**src/rtl/fetch_unit.sv**
```systemverilog
// Purpose : instruction-fetch stage; owns the PC, addresses a combinational ROM and
//           registers the fetched word into an IF/ID output slot for decode.
// Latency : 1 cycle fetch-to-output; 2 edges from a redirect to the first new-target word.
// Backpressure: out_ready low with out_valid high freezes pc and the output slot.
// Ports:
//   clk, rst_n                      clock / async active-low reset
//   imem_addr, imem_instr           ROM address (= pc) and combinational read data
//   redirect_valid, redirect_target PC change request from execute
//   out_valid/out_ready             handshake with decode; out_instr/out_pc/out_pc_plus4 payload
//   halted, misalign_err            status (misalign_err is sticky)
//   fetch_count                     number of accepted handshakes, wraps at 2^CNT_W
module fetch_unit #(
  parameter logic [31:0] RESET_PC     = 32'h0000_0000,
  parameter bit          HALT_ON_ZERO = 1'b1,
  parameter int          CNT_W        = 16
) (
  input  logic             clk,
  input  logic             rst_n,
  output logic [31:0]      imem_addr,
  input  logic [31:0]      imem_instr,
  input  logic             redirect_valid,
  input  logic [31:0]      redirect_target,
  output logic             out_valid,
  input  logic             out_ready,
  output logic [31:0]      out_instr,
  output logic [31:0]      out_pc,
  output logic [31:0]      out_pc_plus4,
  output logic             halted,
  output logic             misalign_err,
  output logic [CNT_W-1:0] fetch_count
);

  localparam logic [1:0] ST_BOOT = 2'd0;
  localparam logic [1:0] ST_RUN  = 2'd1;
  localparam logic [1:0] ST_HALT = 2'd2;

  logic [31:0] pc;
  logic [1:0]  state;
  logic        accept;
  logic        advance;
  logic        redirect;
  logic        zero_word;

  assign imem_addr    = pc;
  assign out_pc_plus4 = out_pc + 32'd4;
  assign halted       = (state == ST_HALT);

  assign accept    = out_valid && out_ready;
  assign advance   = (state == ST_RUN) && (!out_valid || out_ready);
  // BOOT never fetches, so a redirect arriving there is simply dropped.
  assign redirect  = redirect_valid && (state != ST_BOOT);
  assign zero_word = HALT_ON_ZERO && (imem_instr == 32'h0);

  always_ff @(posedge clk or negedge rst_n) begin
    if (!rst_n) begin
      pc           <= RESET_PC;
      state        <= ST_BOOT;
      out_valid    <= 1'b0;
      out_instr    <= 32'h0;
      out_pc       <= 32'h0;
      misalign_err <= 1'b0;
      fetch_count  <= '0;
    end else begin
      // A handshake completing on the same edge as a redirect still counts.
      if (accept) begin
        fetch_count <= fetch_count + CNT_W'(1);
      end

      if (state == ST_BOOT) begin
        state <= ST_RUN;
      end else if (redirect) begin
        // Redirect wins over stall, fetch and halt; it flushes the held word.
        pc        <= {redirect_target[31:2], 2'b00};
        out_valid <= 1'b0;
        state     <= ST_RUN;
        if (redirect_target[1:0] != 2'b00) begin
          misalign_err <= 1'b1;
        end
      end else if (advance) begin
        out_instr <= imem_instr;
        out_pc    <= pc;
        out_valid <= 1'b1;
        pc        <= pc + 32'd4;
        if (zero_word) begin
          state <= ST_HALT;
        end
      end else if ((state == ST_HALT) && accept) begin
        // The zero word stays visible until decode takes it, then the slot empties.
        out_valid <= 1'b0;
      end
    end
  end

endmodule
```
**config.mk**
```make
export PLATFORM = sky130hd
export DESIGN_NAME = fetch_unit
export DESIGN_NICKNAME = d
export VERILOG_FILES = /design/src/rtl/fetch_unit.sv
export SDC_FILE = /design/constraint.sdc
export NUM_CORES = 1
export LEC_CHECK = 0
export ABC_CLOCK_PERIOD_IN_PS = 3500
export BUFFER_PORTS_ARGS = -buffer_cell sky130_fd_sc_hd__buf_2
export CAP_MARGIN = 0
export CORE_UTILIZATION = 40
export CTS_CLUSTER_DIAMETER = 100
export DETAILED_ROUTE_END_ITERATION = 10
export PLACE_DENSITY = 0.67
export SYNTH_ARGS = -nofsm -noshare
export SYNTH_HDL_FRONTEND = slang
export SYNTH_SLANG_ARGS = --single-unit
```
**constraint.sdc**
```tcl
create_clock -name clk -period 3.5 [get_ports clk]
set_input_delay 0.175 -clock clk [delete_from_list [all_inputs] [get_ports clk]]
set_output_delay 0.175 -clock clk [all_outputs]
set_load 0.01 [all_outputs]
```
# --- Yosys cells after proc, flatten, opt, wreduce, memory -nomap -nowiden ---
# Index checks and enable logic that the tools add are counted.
# W data, S select, Z words.
totals:
  in_bits: 68
  reg_bits: 116
op_classes:
  n_eq_ne: 2
  n_addsub: 3
  reduce_logical: 19
  n_mux: 9
  bitwise: 2
op_table:
  columns: ["op", "n"]
  rows:
  - ["$add A32 B3 Y32 const B", 2]
  - ["$mux W32", 2]
  - ["$logic_not A32 Y1", 1]
  - ["$add A16 B1 Y16 const B", 1]
  - ["$reduce_bool A3 Y1", 3]
  - ["$mux W2", 4]
  - ["$reduce_and A2 Y1", 3]
  - ["$reduce_and A3 Y1", 2]
  - ["$reduce_bool A2 Y1", 3]
  - ["$logic_and A1 B1 Y1", 4]
  - ["$mux W1", 3]
  - ["$eq A2 B1 Y1 const B", 1]
  - ["$eq A2 B2 Y1 const B", 1]
  - ["$logic_not A2 Y1", 1]
  - ["$not A1 Y1", 2]
  - ["$logic_not A1 Y1", 1]
  - ["$logic_or A1 B1 Y1", 1]

# --- Logic depth before layout (Yosys ltp) ---
# Gate-level depths: netlist of the first run.
depth:
  word_depth: 6
  ltp_mapped: 8

# --- Worst setup path before layout of the first run ---
# No wires, ideal clock.
synth_timing:
  kind: "register to output"
  from: "register out_pc[9]"
  to: "output port out_pc_plus4[30]"
  n_path_buf: 0
  stages_incl_launch_ff: 6
  t_arrival_ps: 1691
  setup_slack_ps: 1634
  path_cell_list: "dfrtp_1 > nand4_2 > nor4_2 > and2_1 > nand3_1 > xnor2_1"
synth_between:
  elab_chain_cells: 1
synth_lines:
  columns: ["element", "line_no", "rtl"]
  rows:
  - ["from (decl)", "26", "output logic [31:0] out_pc,"]
  - ["from (signal assigned)", "81", "out_pc <= pc;"]
  - ["$add A32 B3 Y32", "45", "assign out_pc_plus4 = out_pc + 32'd4;"]
  - ["to (decl)", "27", "output logic [31:0] out_pc_plus4,"]
# Every way passes these cells.

# --- Final worst setup path of the first run ---
# Ends and elaborated chain as after synthesis.

==> run metrics, run 1 <==
cts repair resizes 0; critical path class reg2out; launching point of the worst reg2reg path state[1]; Clock Skews 0.00756 ns; gr usage total 0.217; clock sink count 112; Slew Limit Fails 0; Residual DRC 0; post-synth top area share 0.483; Final Non-Filler Cells 1031; DP Cell Count 1014; Post-CTS Hold Buffers 1; crit path capture type output port; mapped cell area 5810 sq um; initial drt markers 337; H-tree depth 3; Post-Syn Area per Cell 8.95 sq um; layout cell share with drive strength beyond 1 0.302; hold crit path type in2reg; Post-synth EDFFs 0; cell area after layout 7290 sq um; final wirelength 15900 um; GP Congestion 0.837; crit path DAT 2.41 ns; fin crit period 2.59 ns; cells taking the most area after synthesis dfrtp_1 (48%), nand2_1 (15%), xnor2_1 (5.6%); unique cell type count in the Yosys netlist 65; io pins 215; Vias 5299; R2R depth 6; Area after DPL 6970 sq um; # diodes 0; Power Dens Cells 498 nW/um^2; pin count of the biggest net entering global routing 64; Port Buffer Count 208; Die Ht 122 um; FMAX 387 MHz; part of the Yosys area used for sequential elements 0.483; drt pass-1 iters 4; Top FF cell, synth dfrtp_1; cell count after synthesis 649; CP startpoint kind register; global route overflow 0; setup TNS 0 ns; Area Growth Syn to Fin 25.6%; Async SR Flop Fraction 1.00; setup repair bufs after CTS 0; clock tree buffer depth 2; vias in the first global route 4849; run status complete, no violations; core box area 14000 sq um; Crit Path Max Fanout 7; Max Cap Viol 0; Final Hold Vio Count 0; CP Launch Point out_pc[9]; number of antenna violations at the first check in global routing 0; clk slew on worst S/H paths 0.07 ns; first-pass GRT wire length 25100 um; Horiz. Die Dim 122 um; hpwl dp 11700 um; Min-Delay Startpoint imem_instr[12]; CTS tree done; setup violators final 0; Net count, final 917; Hold Crit Depth 3; Tcrit/Tclk final 0.739; Syn. warnings 0; Starting Density 0.414; Vias/cell 5.14; Die Area 15000 sq um; CTS Buf Count 9; VDD IR-drop max 0.218 mV; wire length per cell 15.4 um; clk_lat worst skew 0.35 ns; DRT antenna net count 0; CP Data Required Time 3.32 ns; Yosys top cell by area dfrtp_1; RSZ-0062 raised after global routing false; slew at the pin with the worst max-slew slack 0.990 ns; Clock Tree Root clkbuf_16; normalized max-slew margin 0.340; leakage power 3.70 nW; cell row count 43; number of synthesized register bits 112; Design Power 0.00363 W
==> cells by family (layout without fill, tap and decap cells) <==
family / after synthesis / after routing / synth area share
DFF: 112 / 112 / 0.483
buffers and inverters: 44 / 241 / 0.0429
and+or+nand+nor: 379 / 379 / 0.317
muxes: 2 / 2 / 0.00366
adders and majority gates: 3 / 3 / 0.00646
other: 1 / 6 / 0.000646
AOI/OAI and AO/OA: 57 / 57 / 0.0700
xor gates and xnor gates: 51 / 51 / 0.0769
==> layer usage <==
metal	wire length, um	vias to the layer above	share of wire	GRT usage
met5	0	-	0	0
met3	1130	12	0.071	0.0451
met2	7040	196	0.44	0.336
met4	185	0	0.012	0.0648
met1	7530	2508	0.47	0.304
li1	-	2583	-	-
==> flip-flops by register name (all words and copies together) (netlist names) <==
signal and flops:
fetch_count 16, imem_addr 30, misalign_err 1, out_instr 32, out_pc 30, out_valid 1, state 2
==> worst max-delay path, cell delays in order, from the launching register on <==
cell and delay [ns]:
dfrtp_1 0.48, nand4_2 0.21, nor4_2 0.64, and2_1 0.32, nand3_1 0.12, xnor2_1 0.13
buf_2 0.14
==> placed cells by master, fill, tap and decap left out, types with 4 or more instances in the layout <==
cell type  instances
nand2_1          226
buf_2            207
dfrtp_1          112
nand3_1           38
xnor2_1           37
nor2_1            22
nor3_1            17
nand4_1           16
xor2_1            14
o21ai_0           12
and3_1            10
nor4_1             9
clkbuf_16          9
inv_1              8
a22oi_1            8
buf_4              8
conb_1             6
and2_1             5
o211ai_1           5
nor4_4             4
nor4_2             4
or3_1              4
a311oi_1           4
clkbuf_8           4
==> worst paths after layout <==
kind | end | slack, ns
max | out_pc_plus4[30] | 0.91
min | out_instr[12] | 0.03
max reg2reg | imem_addr[14] | 1.35
min reg2reg | out_instr[17] | 0.47
max in group asynchronous | fetch_count[7] | 2.32
min in group asynchronous | out_pc[23] | 0.40
==> area by class of cell <==
class,instances,area (sq um)
fill,1391,6750
sequential,112,2800
multi-input combinational,498,2790
timing repair buffer,217,1130
clock buffer,14,284
tap,180,225
clock inverter,2,35.0
inverter,8,30.0
==> where the power goes <==
| group | total, W | switching [W] | internal [W] |
|---|---|---|---|
| combinational | 0.000844 | 0.000478 | 0.000365 |
| clock | 0.00109 | 0.000458 | 0.000633 |
| sequential | 0.00170 | 0.000226 | 0.00147 |
| total | 0.00363 | 0.00116 | 0.00247 |
==> Yosys cell counts, types with 2 or more instances <==
library cell and number:
nor4_4 3, clkbuf_8 4, dfrtp_1 112, a31oi_1 3, buf_1 2, o311ai_0 3
nor3_1 17, or4_1 2, ha_1 3, o22ai_1 3, o21a_1 2, or3_1 4
o211ai_1 5, a21oi_1 2, nor2b_1 2, buf_4 8, and2_1 5, inv_1 8
o21ai_0 13, nor4_2 5, a311oi_1 4, buf_2 3, clkbuf_1 16, xnor2_1 37
nand3_1 38, nand2_1 227, a22oi_1 8, a211oi_1 2, nor2_1 23, nand4_1 16
o21ai_1 2, nor4_1 9, clkbuf_2 2, xor2_1 14, nand4_2 3, and3_1 10
==> per-stage QoR <==
stage / worst slack [ns] / hold WS [ns] / utilization
CTS: 0.881 / 0.0162 / 0.519
finish: 0.915 / 0.0291 / 0.519
global route: 0.746 / 0.0319 / 0.519
floorplan: 1.63 / -0.121 / -
detailed placement: 1.27 / 0.253 / 0.496
global placement: 1.32 / 0.253 / 0.496
(Power assumes the default switching activity.)
==> run 2, diff against run 1 <==
ABC_AREA = 1   (was not set)
ABC_CLOCK_PERIOD_IN_PS = 2500   (was 3500)
PLACE_DENSITY = 0.66   (was 0.67)
clock period = 2.5 ns   (was 3.5 ns; I/O delays follow)
==> run 2 against run 1 <==
Compared with the run above:
- non-clock buffer count is 1 higher
- sequential share of layout area fell by 3.8 points
- area after synthesis is 12% higher
- critical path type unchanged
- final area is 11% higher
- global-route usage increased by 1.9 points
- critical endpoint is now out_pc_plus4[20]
==> run metrics, run 2 <==
Syn. warnings 0; clock sink count 112; commonest non-fill, non-tap cell in the layout nand2_1; DRT antenna net count 0; Filler cells 1641; # diodes 0; fin crit period 2.21 ns; Tcrit/Tclk final 0.884; gr usage total 0.236; Clock Tree Root clkbuf_16; first-pass GRT wire length 30400 um; Area Growth Syn to Fin 24.5%; launching point of the worst reg2reg path state[1]; pin count of the biggest net entering global routing 72; slew at the pin with the worst max-slew slack 0.763 ns; critical path class reg2out; run status complete, no violations; clk_lat worst skew 0.35 ns; CP Launch Point out_pc[2]; io pins 215; crit path DAT 2.09 ns; Crit-path slowest cell dfrtp_1; layout cell share with drive strength beyond 1 0.236; most frequent cell after synthesis nand2_1; FMAX 452 MHz; commonest non-fill, non-tap cells in the layout nand2_1 (278), buf_2 (207), inv_1 (122); maximum single-stage delay on the critical path 0.45 ns; Crit Path Max Fanout 5; mapped cell area 6510 sq um; Port Buffer Count 208; number of synthesized register bits 112; cts repair resizes 0; cells taking the most area after synthesis dfrtp_1 (43%), nand2_1 (16%), inv_1 (7.0%); H-tree depth 3; global route overflow 0; cell row count 46; Post-Syn Area per Cell 7.20 sq um; Vias 6465; Slew Limit Fails 0; Yosys top cell by area dfrtp_1; Final Hold Vio Count 0; Horiz. Die Dim 130 um; clock tree buffer depth 2; leakage power 4.29 nW; Net count, final 1178; wire length per cell 14.6 um; hold slack 0.0167 ns; VDD IR-drop max 0.355 mV; hpwl dp 15100 um; final wirelength 19400 um; crit path cell chain ha_1 -> nand3_2 -> nor2_2 -> nand2_2 -> nor2_4 -> nand2_2 -> nor2_2 -> xor2_1 -> buf_2; Power Dens Cells 668 nW/um^2; largest register by flop count out_instr; setup TNS 0 ns; FF+latch area 2800 sq um; Top FF cell, synth dfrtp_1; cell count after synthesis 904; Clk network pwr share 0.287; unique cell type count in the Yosys netlist 39; post-synth top area share 0.430; DP Cell Count 1310; CP startpoint kind register; CP Data Required Time 2.38 ns; hold crit path type in2reg; number of antenna violations at the first check in global routing 0; Die Ht 130 um; Largest register FFs 32; initial drt markers 560; Post-synth EDFFs 0; Sw Ratio 0.362; Starting Density 0.410; Final Non-Filler Cells 1328; crit path capture type output port; part of the power in registers 0.446; most frequent cells after synthesis nand2_1 (278), inv_1 (122), dfrtp_1 (112); CTS Buf Count 9; Residual DRC 0; area of the multi-input gates 3100 sq um; clk slew on worst S/H paths 0.08 ns; drt pass-1 iters 7; RSZ-0062 raised after global routing false; Die Area 16800 sq um; setup violators final 0; Min-Delay Startpoint imem_instr[20]; core box area 15900 sq um; vias in the first global route 5863; GP Congestion 0.954; CTS tree done; part of the Yosys area used for sequential elements 0.430; P_sw 0.00196 W; Internal 0.00346 W; combinational power share 0.267; Async SR Flop Fraction 1.00; Vias/cell 4.87; normalized max-slew margin 0.491; Max Cap Viol 0; Clock Skews 0.00847 ns
run 2: power by group through the flow:
stage	combinational (W)	clock, W	sequential [W]
CTS	0.00145	0.00158	0.00241
floorplan	0.000710	0	0.00247
detailed placement	0.00145	0	0.00245
global placement	0.00143	0	0.00245
finish	0.00145	0.00155	0.00242
global route	0.00162	0.00165	0.00246
run 2: layer usage:
layer | up-vias | GRT usage | part of all wire
li1 | 3248 | - | -
met2 | 236 | 0.363 | 0.45
met4 | 0 | 0.0705 | 0.016
met5 | - | 0 | 0
met3 | 22 | 0.0500 | 0.073
met1 | 2959 | 0.333 | 0.46
run 2: through the flow:
step           setup WS [ns]  area [sq um]  total power (W)   util
2_1_floorplan          0.887          6530          0.00318      -
3_3_place_gp           0.638          7760          0.00388  0.489
3_5_place_dp           0.590          7760          0.00389  0.489
4_1_cts                0.234          8110          0.00545  0.510
5_1_grt               0.0741          8110          0.00573  0.510
6_report               0.290          8110          0.00542  0.510
run 2: final cells by class:
| class | instances | share of cell area |
|---|---|---|
| Timing Repair Buffer | 218 | 0.142 |
| Sequential cell | 112 | 0.346 |
| Clock inverter | 6 | 0.0103 |
| Inverter | 124 | 0.0574 |
| Tap cell | 216 | 0.0333 |
| Clock buffer | 10 | 0.0295 |
| Multi-Input combinational cell | 642 | 0.382 |
run 2: cell families after synthesis:
family | Yosys count | share of synthesized area
simple gates | 483 | 0.315
flops | 112 | 0.430
buf+inv | 155 | 0.0997
xor+xnor | 36 | 0.0484
mux | 5 | 0.0115
fa+ha+maj | 3 | 0.00576
compound gates | 109 | 0.0884
other cells | 1 | 0.000576
run 2: final timing paths:
| check | slack, ns | to | cells past startpoint |
|---|---|---|---|
| max | 0.29 | out_pc_plus4[20] | 9 |
| min | 0.02 | out_instr[20] | 2 |
| max reg2reg | 0.56 | out_instr[0] | 7 |
| min reg2reg | 0.49 | out_instr[16] | 2 |
| max in group asynchronous | 1.67 | out_pc[21] | 3 |
| min in group asynchronous | 0.18 | out_instr[26] | 2 |
run 2: repair_timing:
action / CTS / global route
hold buffers: 2 / 0
endpoints found under the hold margin: 17 / 0
setup buffers: 0 / 0
setup endpoints to repair: 0 / 0
run 2: worst max-delay path: cells and delay by family, from the launching register on:
family | cells | cell delay [ns]
DFF | 1 | 0.45
xor gates and xnor gates | 1 | 0.15
adders and majority gates | 1 | 0.24
buffers and inverters | 1 | 0.15
and+or+nand+nor | 6 | 0.74
==> run 3, diff against run 2 <==
CAP_MARGIN = not set   (was 0)
PLACE_DENSITY = 0.64   (was 0.66)
==> run 3 against run 2 <==
Compared with the run above:
- via count fell by 1.3%
- combinational power hardly changed
- die area unchanged
- register-to-register slack lost 0.04 ns
- first-iteration DRC count down 18%
- global-route usage rose by 0.20 points
- critical path type unchanged
- critical endpoint unchanged
- largest power group unchanged
- highest routed layer unchanged
==> run metrics, run 3 (synthesis gave the netlist of run 2 again) <==
VDD IR-drop max 0.403 mV; clock sink count 112; Horiz. Die Dim 130 um; Port Buffer Count 208; Final Hold Vio Count 0; DRT antenna net count 0; hold slack 0.0118 ns; Slew Limit Fails 0; Crit Path Max Fanout 5; Min-Delay Startpoint imem_instr[21]; Hold Crit Depth 2; CP top delay family simple AND/OR/NAND/NOR gates; Tcrit/Tclk final 0.876; H-tree depth 3; final wirelength 19300 um; # diodes 0; Crit-path slowest cell dfrtp_1; initial drt markers 458; first-pass GRT wire length 30500 um; crit path DAT 2.07 ns; wire length per cell 14.6 um; Clock Tree Root clkbuf_16; GP Congestion 0.986; crit path capture type output port; hold crit path type in2reg; Filler cells 1666; Largest register FFs 32; hpwl dp 15100 um; io pins 215; CP startpoint kind register; number of antenna violations at the first check in global routing 0; Vias/cell 4.81; gr usage total 0.238; CTS tree done; crit path cell chain ha_1 -> nand3_2 -> nor2_2 -> nand2_2 -> nor2_4 -> nand2_2 -> nor2_2 -> xor2_1 -> buf_2; maximum single-stage delay on the critical path 0.45 ns; Design Power 0.00538 W; R2R depth 7; Net count, final 1176; FF-to-FF End out_instr[15]; global route overflow 0; Worst Hold End out_instr[21]; drt pass-1 iters 5; Residual DRC 0; Die Area 16800 sq um; Vias 6380; CP Data Required Time 2.38 ns; setup TNS 0 ns; FMAX 457 MHz; critical path class reg2out; clock tree buffer depth 2; setup violators final 0; Clock Skews 0.00754 ns; largest register by flop count out_instr; Die Ht 130 um; core box area 15900 sq um; cell row count 46; leakage power 4.28 nW; Worst Path Buf+Inv 1; Area Growth Syn to Fin 24.1%; Power Dens Cells 667 nW/um^2; vias in the first global route 5875; Starting Density 0.410; launching point of the worst reg2reg path state[1]; CTS Buf Count 9; commonest non-fill, non-tap cells in the layout nand2_1 (278), buf_2 (207), inv_1 (122); commonest non-fill, non-tap cell in the layout nand2_1; clk_lat worst skew 0.36 ns; run status complete, no violations; FF-to-FF setup slack 0.52 ns; setup repair bufs after CTS 0; cts repair resizes 0; area of the multi-input gates 3100 sq um; fin crit period 2.19 ns; pin count of the biggest net entering global routing 59; FF+latch area 2800 sq um; clk slew on worst S/H paths 0.08 ns; layout cell share with drive strength beyond 1 0.235; Max Cap Viol 0; slew at the pin with the worst max-slew slack 0.755 ns; RSZ-0062 raised after global routing false; normalized max-slew margin 0.496; Post-CTS Hold Buffers 1
-- run 3: worst max path at each step --
stage | startpoint | endpoint | slack (ns) | cells after the start
floorplan | out_pc[2] | out_pc_plus4[20] | 0.89 | 8
global placement | state[1] | out_instr[31] | 0.59 | 7
detailed placement | state[1] | out_instr[7] | 0.55 | 7
CTS | out_pc[2] | out_pc_plus4[20] | 0.26 | 9
global route | out_pc[2] | out_pc_plus4[20] | 0.10 | 9
finish | out_pc[2] | out_pc_plus4[20] | 0.31 | 9
-- run 3: power by group --
part	internal, W	total, W	leakage [nW]	switching, W
Combinational	0.000561	0.00144	2.79	0.000878
Clock	0.000822	0.00153	0.156	0.000708
Sequential	0.00206	0.00242	1.34	0.000352
-- run 3: metrics by stage --
step / cells / cell area [sq um] / setup slack [ns] / utilization
after global placement: 1309 / 7750 / 0.589 / 0.488
after global routing: 1326 / 8080 / 0.104 / 0.509
after CTS: 1326 / 8080 / 0.265 / 0.509
after floorplan: 909 / 6530 / 0.887 / -
after detailed placement: 1309 / 7750 / 0.549 / 0.488
final: 1326 / 8080 / 0.310 / 0.509
-- run 3: worst register-to-register path, delay by kind of cell, from the launching register on --
| kind | cells | cell delay [ns] |
|---|---|---|
| AND/OR/NAND/NOR | 3 | 0.62 |
| buffers and inverters | 3 | 0.73 |
| AO/OA/AOI/OAI | 1 | 0.06 |
| flip-flops | 1 | 0.45 |
-- run 3: area by class of cell --
type / instances / share of cell area
multi-input cells: 642 / 0.383
flip-flops and latches: 112 / 0.347
repair buffers: 216 / 0.140
inverters: 124 / 0.0576
well taps: 216 / 0.0335
clock buffers: 10 / 0.0296
clock inverters: 6 / 0.00929
-- run 3: layer usage --
layer	vias to the layer above	track usage	wire length, um
met5	-	0	0
met4	0	0.103	592
met3	35	0.0339	1110
met2	224	0.358	8460
met1	2899	0.341	9160
li1	3222	-	-
